[config.mk]
export PLATFORM = sky130hd
export DESIGN_NAME = bar_region_seq
export DESIGN_NICKNAME = d
export VERILOG_FILES = /design/src/rtl/bar_region_seq.sv
export SDC_FILE = /design/constraint.sdc
export NUM_CORES = 1
export LEC_CHECK = 0
export CAP_MARGIN = 20
export CORE_AREA = 2 2 84 86
export DETAILED_ROUTE_END_ITERATION = 8
export DIE_AREA = 0 0 86 88
export SLEW_MARGIN = 25
export SYNTH_ARGS = -nofsm -noshare
export SYNTH_HDL_FRONTEND = slang
export SYNTH_SLANG_ARGS = --single-unit
[constraint.sdc]
create_clock -name iCLK -period 3.15 [get_ports iCLK]
set_clock_uncertainty 0.05 [all_clocks]
set_input_delay 0.945 -clock iCLK [delete_from_list [all_inputs] [get_ports iCLK]]
set_output_delay 0.945 -clock iCLK [all_outputs]
set_load 0.01 [all_outputs]
[src/rtl/bar_region_seq.sv]
// Vertical bar-region sequencer: tracks frame/line strobes and flags which bar band the current line falls in.
// Optional macro BAR_REGION_GAP_EN inserts BAR_GAP blank lines between consecutive bars.
module bar_region_seq #(
    parameter int unsigned           NUM_BARS  = 16,
    parameter int unsigned           BAR_H     = 32,
    parameter int unsigned           TOP_OFS   = 15,
    parameter int unsigned           BAR_GAP   = 2,
    parameter logic [NUM_BARS-1:0]   SKIP_MASK = '0,
    localparam int unsigned          IDX_W     = $clog2(NUM_BARS)
) (
    input  logic                iCLK,
    input  logic                iRST_N,
    input  logic                iFRAME_STB,
    input  logic                iLINE_STB,
    output logic                oIN_BAR,
    output logic [NUM_BARS-1:0] oBAR,
    output logic [IDX_W-1:0]    oBAR_IDX,
    output logic                oBAR_FIRST,
    output logic                oFRAME_DONE
);

    localparam logic [9:0]       TOP_LAST = (TOP_OFS == 0) ? 10'd0 : 10'(TOP_OFS - 1);
    localparam logic [9:0]       BAR_LAST = 10'(BAR_H - 1);
    localparam logic [IDX_W-1:0] IDX_LAST = IDX_W'(NUM_BARS - 1);
    localparam logic [NUM_BARS-1:0] ONE   = NUM_BARS'(1);

    if (NUM_BARS < 2 || NUM_BARS > 64 || BAR_H < 1 || BAR_H > 255 ||
        TOP_OFS > 1023 || BAR_GAP < 1 || BAR_GAP > 15) begin : g_param_check
        $error("bar_region_seq: parameter out of range");
    end

    typedef enum logic [2:0] {
        IDLE,
        TOP,
        BAR,
`ifdef BAR_REGION_GAP_EN
        GAP,
`endif
        DONE
    } state_t;

`ifdef BAR_REGION_GAP_EN
    localparam logic [9:0] GAP_LAST = 10'(BAR_GAP - 1);
`endif

    state_t           state, state_n;
    logic [9:0]       cnt, cnt_n;
    logic [IDX_W-1:0] idx, idx_n;
    logic             done_n;

    // Frame strobe takes priority over a coincident line strobe.
    always_comb begin
        state_n = state;
        cnt_n   = cnt;
        idx_n   = idx;
        done_n  = 1'b0;
        if (iFRAME_STB) begin
            cnt_n   = '0;
            idx_n   = '0;
            state_n = (TOP_OFS == 0) ? BAR : TOP;
        end else if (iLINE_STB) begin
            case (state)
                TOP: begin
                    if (cnt == TOP_LAST) begin
                        state_n = BAR;
                        cnt_n   = '0;
                    end else begin
                        cnt_n = cnt + 10'd1;
                    end
                end
                BAR: begin
                    if (cnt == BAR_LAST) begin
                        cnt_n = '0;
                        if (idx == IDX_LAST) begin
                            state_n = DONE;
                            done_n  = 1'b1;
                        end else begin
`ifdef BAR_REGION_GAP_EN
                            state_n = GAP;
`else
                            idx_n   = idx + 1'b1;
`endif
                        end
                    end else begin
                        cnt_n = cnt + 10'd1;
                    end
                end
`ifdef BAR_REGION_GAP_EN
                GAP: begin
                    if (cnt == GAP_LAST) begin
                        state_n = BAR;
                        idx_n   = idx + 1'b1;
                        cnt_n   = '0;
                    end else begin
                        cnt_n = cnt + 10'd1;
                    end
                end
`endif
                default: ;
            endcase
        end
    end

    // Outputs are registered from next-state values so they line up with the state register.
    always_ff @(posedge iCLK or negedge iRST_N) begin
        if (!iRST_N) begin
            state       <= IDLE;
            cnt         <= '0;
            idx         <= '0;
            oIN_BAR     <= 1'b0;
            oBAR        <= '0;
            oBAR_IDX    <= '0;
            oBAR_FIRST  <= 1'b0;
            oFRAME_DONE <= 1'b0;
        end else begin
            state       <= state_n;
            cnt         <= cnt_n;
            idx         <= idx_n;
            oIN_BAR     <= (state_n == BAR);
            oBAR        <= (state_n == BAR) ? ((ONE << idx_n) & ~SKIP_MASK) : '0;
            oBAR_IDX    <= idx_n;
            oBAR_FIRST  <= (state_n == BAR) && (cnt_n == 10'd0);
            oFRAME_DONE <= done_n;
        end
    end

endmodule

# Yosys cells after proc, flatten, opt, wreduce, memory -nomap -nowiden
# Index checks and enable logic that the tools add are counted.
[totals]
in_bits = 4
elab_cells = 40
out_inout_bits = 23
regBits = 36
[classes]
eq_ne = 6
reduce_logical = 2
n_mux = 22
shifts = 1
add_sub_neg = 2
[op_table]
columns = ["op", "n"]
rows = [
  ["$mux W10", 4],
  ["$mux W4", 5],
  ["$pmux W10 S2", 1],
  ["$mux W16", 1],
  ["$shl A1 B4 Y16 const A", 1],
  ["$mux W3", 5],
  ["$add A10 B1 Y10 const B", 1],
  ["$eq A10 B4 Y1 const B", 1],
  ["$eq A10 B5 Y1 const B", 1],
  ["$logic_not A10 Y1", 1],
  ["$eq A3 B2 Y1 const B", 2],
  ["$pmux W3 S2", 1],
  ["$mux W1", 5],
  ["$add A4 B1 Y4 const B", 1],
  ["$eq A4 B4 Y1 const B", 1],
  ["$eq A3 B1 Y1 const B", 1],
  ["$logic_and A1 B1 Y1", 1],
]

# Longest topological paths before layout
[logic_depth]
word_depth = 8
mapped_depth = 9
depth_no_buf = 8

# Worst setup path after synthesis
# Ideal clock, no wire load.
[synth_timing]
kind = "reg-to-reg"
startpoint = "register cnt[5]"
endpoint = "register oBAR_FIRST"
t_arrival_ns = 2.512
required_ns = 2.993
path_stages_with_launch = 8
synth_period_minus_slack_ns = 2.668
setup_slack_ns = 0.482
cell_sequence = "dfrtp_1 > buf_6 > or4_4 > or3_4 > a221oi_4 > nand2_2 > or3_4 > a2111oi_4"
[synth_between]
elab_chain_len = 7
word_cells_on_any_way = 16
[synth_lines]
columns = ["element", "line", "rtl"]
rows = [
  ["start, declared", "47", "logic [9:0] cnt, cnt_n;"],
  ["start signal, assigned", "117", "cnt <= cnt_n;"],
  ["$add A10 B1 Y10 (tied with other cells)", "68, 85", ""],
  ["$mux W10 (tied with other cells)", "72", "if (cnt == BAR_LAST) begin"],
  ["$pmux W10 S2 / $pmux W3 S2 (equally long branches)", "62", "case (state)"],
  ["$mux W10 / $mux W3 (equally long branches)", "61", "end else if (iLINE_STB) begin"],
  ["$mux W10 / $mux W3 (equally long branches)", "57", "if (iFRAME_STB) begin"],
  ["$logic_not A10 Y1 / $eq A3 B2 Y1 (equally long branches)", "122", "oBAR_FIRST <= (state_n == BAR) && (cnt_n == 10'd0);"],
  ["$logic_and A1 B1 Y1 (*)", "122", ""],
  ["end signal, assigned", "122", ""],
  ["end, declared", "18", "output logic oBAR_FIRST,"],
]
# Mark *: on every way between the ends. The rest lies on a longest branch, timed or not.

# Worst setup path in the final report
[layout_timing]
startpoint = "input port iLINE_STB"
endpoint = "register oBAR_FIRST"
[layout_between]
elab_chain_len = 4
word_cells_on_any_way = 7
[layout_lines]
columns = ["element", "line", "rtl"]
rows = [
  ["start, declared", "14", "input logic iLINE_STB,"],
  ["$mux W10 / $mux W3 (equally long branches)", "61", ""],
  ["$mux W10 / $mux W3 (equally long branches)", "57", ""],
  ["$logic_not A10 Y1 / $eq A3 B2 Y1 (equally long branches)", "122", ""],
  ["$logic_and A1 B1 Y1 (*)", "122", ""],
]
# Marks and branches as above.

==> impl_metrics.tcl <==
set metrics [dict create \
    status "completed" \
    grt_overflow 0 \
    worst_ep_required_time_ns 3.29 \
    stdcell_count 320 \
    synth_edf_count 0 \
    ys_ff_latch 36 \
    arrival_ns 2.96 \
    syn_nets 208 \
    total_power_mw 0.896 \
    drc_errors 0 \
    p_leak_nw 1.04 \
    viasPerCell 4.90 \
    async_flop_share 1.00 \
    syn_to_final_growth_pct 26.9 \
    irDropWorstVdd_v 0.000139 \
    gp_congestion 0.893 \
    rsz0062_at_grt "false" \
    wl_per_cell_um 13.5 \
    worstSetupEndpointType "register" \
    cts-root-buf "clkbuf_8" \
    vias 1568 \
    syn_area_um2 1960 \
    pwr-share-clk 0.360 \
    fin_crit_ns 2.82 \
    clk_latency_ns 0.29 \
    grt_max_degree 37 \
    die_height_um 88 \
    initial_core_util 0.294 \
    grt_pass1_vias 1563 \
    clkSlewWorstSetupHoldPaths_ns 0.07 \
    rows 30 \
    ant_nets 0 \
    slew_violations 0 \
    core_area_um2 6640 \
    hold_class "reg -> reg" \
    cts_resized 0 \
    port_buffers 26 \
    antenna_cells 0 \
    ctsLongestPathBuffers 2 \
    ys_warn_count 0 \
    antenna_found_initial 0 \
    p_comb_frac 0.103 \
    pwr-share-seq 0.536 \
    slowest_stage "clkdlybuf4s50_1" \
    internal_power_mw 0.664 \
    p_switching_mw 0.232 \
    finalSetupTns_ns 0 \
    die_x_um 86 \
    synthCells 201 \
    cts-htree-levels 2 \
    drt-total-wl_mm 4.32 \
    tightest_slew_ns 0.787 \
    clock_sinks 36 \
    post_cts_buffers 0 \
    relSlewSlack 0.475 \
    fin_crit_sh 0.896 \
    synth_ff_type "dfrtp_1" \
    drive_gt1_frac 0.163 \
    grt_pass1_wl_mm 7.55 \
    dp.cells 312 \
    crit_type "in -> reg" \
    fmax_ghz 0.354 \
    dp_hpwl_mm 3.16 \
    power_density_nw_per_um2 361 \
    die_area_um2 7570 \
    postLayoutCoreUtil 0.373 \
    ioPinCount 27 \
    drt_iter0_drc 116 \
    hold_buffers 0 \
    firstDrtPassIters 4 \
    crit_fanout 11 \
    layout.nets 246 \
    hold_viol 0 \
    syn_area_per_cell_um2 9.73 \
    setup_viol 0 \
    grt_usage 0.127 \
    yosysSeqAreaShare 0.461 \
    cts_made_buffers 5 \
    worstPathCellList "clkdlybuf4s50_1, nand4bb_1, nor4_4, buf_4, a221oi_4, nand2_2, or3_4, a2111oi_4" \
    cpPeakStageDelay_ns 0.45 \
    synth_cell_types 49 \
    tritoncts "done" \
    sw_frac_of_total 0.259 \
    start_kind "input pin" \
    drv_cap 0 \
    whs_ns 0.596 \
]
-- cell families after synthesis --
| group | count (synthesis) | synth area share |
|---|---|---|
| compound gates | 32 | 0.134 |
| buf+inv | 19 | 0.0403 |
| simple gates | 95 | 0.270 |
| xor+xnor | 11 | 0.0493 |
| mux | 5 | 0.0269 |
| fa+ha+maj | 3 | 0.0192 |
| flops | 36 | 0.461 |
-- registers in the layout, summed over array words and instances, names as in the netlist --
name         cells
idx              4
state            3
oIN_BAR          1
cnt             10
oFRAME_DONE      1
oBAR            16
oBAR_FIRST       1
-- placed cells by master (no fill, tap or decap), types with 2 or more instances in the layout --
| cell | instances |
|---|---|
| nor4_1 | 2 |
| nand2b_1 | 3 |
| or3_4 | 3 |
| nor3_1 | 10 |
| or3_1 | 3 |
| nand3b_1 | 2 |
| buf_4 | 19 |
| nor2b_1 | 4 |
| clkbuf_8 | 5 |
| o21ai_0 | 3 |
| nand4b_1 | 2 |
| and3_1 | 4 |
| a21oi_1 | 9 |
| clkdlybuf4s50_1 | 25 |
| nand2_1 | 12 |
| nand4bb_1 | 2 |
| a311oi_1 | 3 |
| a211oi_1 | 4 |
| nand3_1 | 7 |
| nand4_1 | 3 |
| xnor2_1 | 5 |
| xor2_1 | 6 |
| ha_1 | 3 |
| inv_1 | 5 |
| mux2i_1 | 3 |
| clkinv_2 | 2 |
| nor2_1 | 30 |
| dfrtp_1 | 36 |
-- synth_stat cells (all sizes together) (3+ instances only) --
library cell  number  area, um2
a211oi             4       30.0
a21oi              9       45.0
a311oi             3       26.3
and3               4       25.0
clkbuf            13       48.8
dfrtp             36        901
ha                 3       37.5
inv                5       18.8
mux2i              3       30.0
nand2             13       51.3
nand2b             3       18.8
nand3              7       35.0
nand4              3       18.8
nor2              30        113
nor2b              4       25.0
nor3              11       60.1
nor4               3       33.8
o21ai              3       15.0
or3                6       52.6
xnor2              5       43.8
xor2               6       52.6
-- stage by stage --
stage               setup slack [ns]  area [um2]
finish                         0.327        2480
global route                   0.167        2480
CTS                            0.336        2480
detailed placement            0.0358        2390
global placement              0.0434        2390
floorplan                      0.482        1960
-- worst paths after layout --
kind	start	endpoint	slack (ns)	cells past startpoint
min reg2reg	cnt[9]	cnt[9]	0.60	2
max	iLINE_STB	oBAR_FIRST	0.33	8
max reg2reg	cnt[5]	oBAR_FIRST	0.43	6
min	cnt[9]	cnt[9]	0.60	2
max in group asynchronous	iRST_N	oBAR[10]	1.86	1
min in group asynchronous	iRST_N	cnt[7]	0.68	1
-- power groups by stage --
stage	sequential (mW)	clock (mW)	combinational (mW)
detailed placement	0.489	0	0.0933
global placement	0.490	0	0.0941
global route	0.482	0.360	0.105
finish	0.480	0.323	0.0927
floorplan	0.484	0	0.0556
CTS	0.480	0.333	0.0935
-- critical path: cells and delay by family --
family / cells / cell delay (ns)
compound gates: 2 / 0.54
buf+inv: 2 / 0.65
simple gates: 4 / 0.81
-- layer usage --
metal / routed length (um) / track usage
met5: 0 / 0
met4: 89 / 0.0505
met3: 169 / 0.0264
met2: 2020 / 0.204
met1: 2040 / 0.168
-- cell type report --
type / instances / area [um2]
inverter: 5 / 18.8
tap: 80 / 100
sequential: 36 / 901
timing repair buffer: 45 / 398
multi-input combinational: 146 / 976
clock inverter: 3 / 18.8
fill: 646 / 4160
clock buffer: 5 / 68.8
Power figures use the tool's default switching activity.
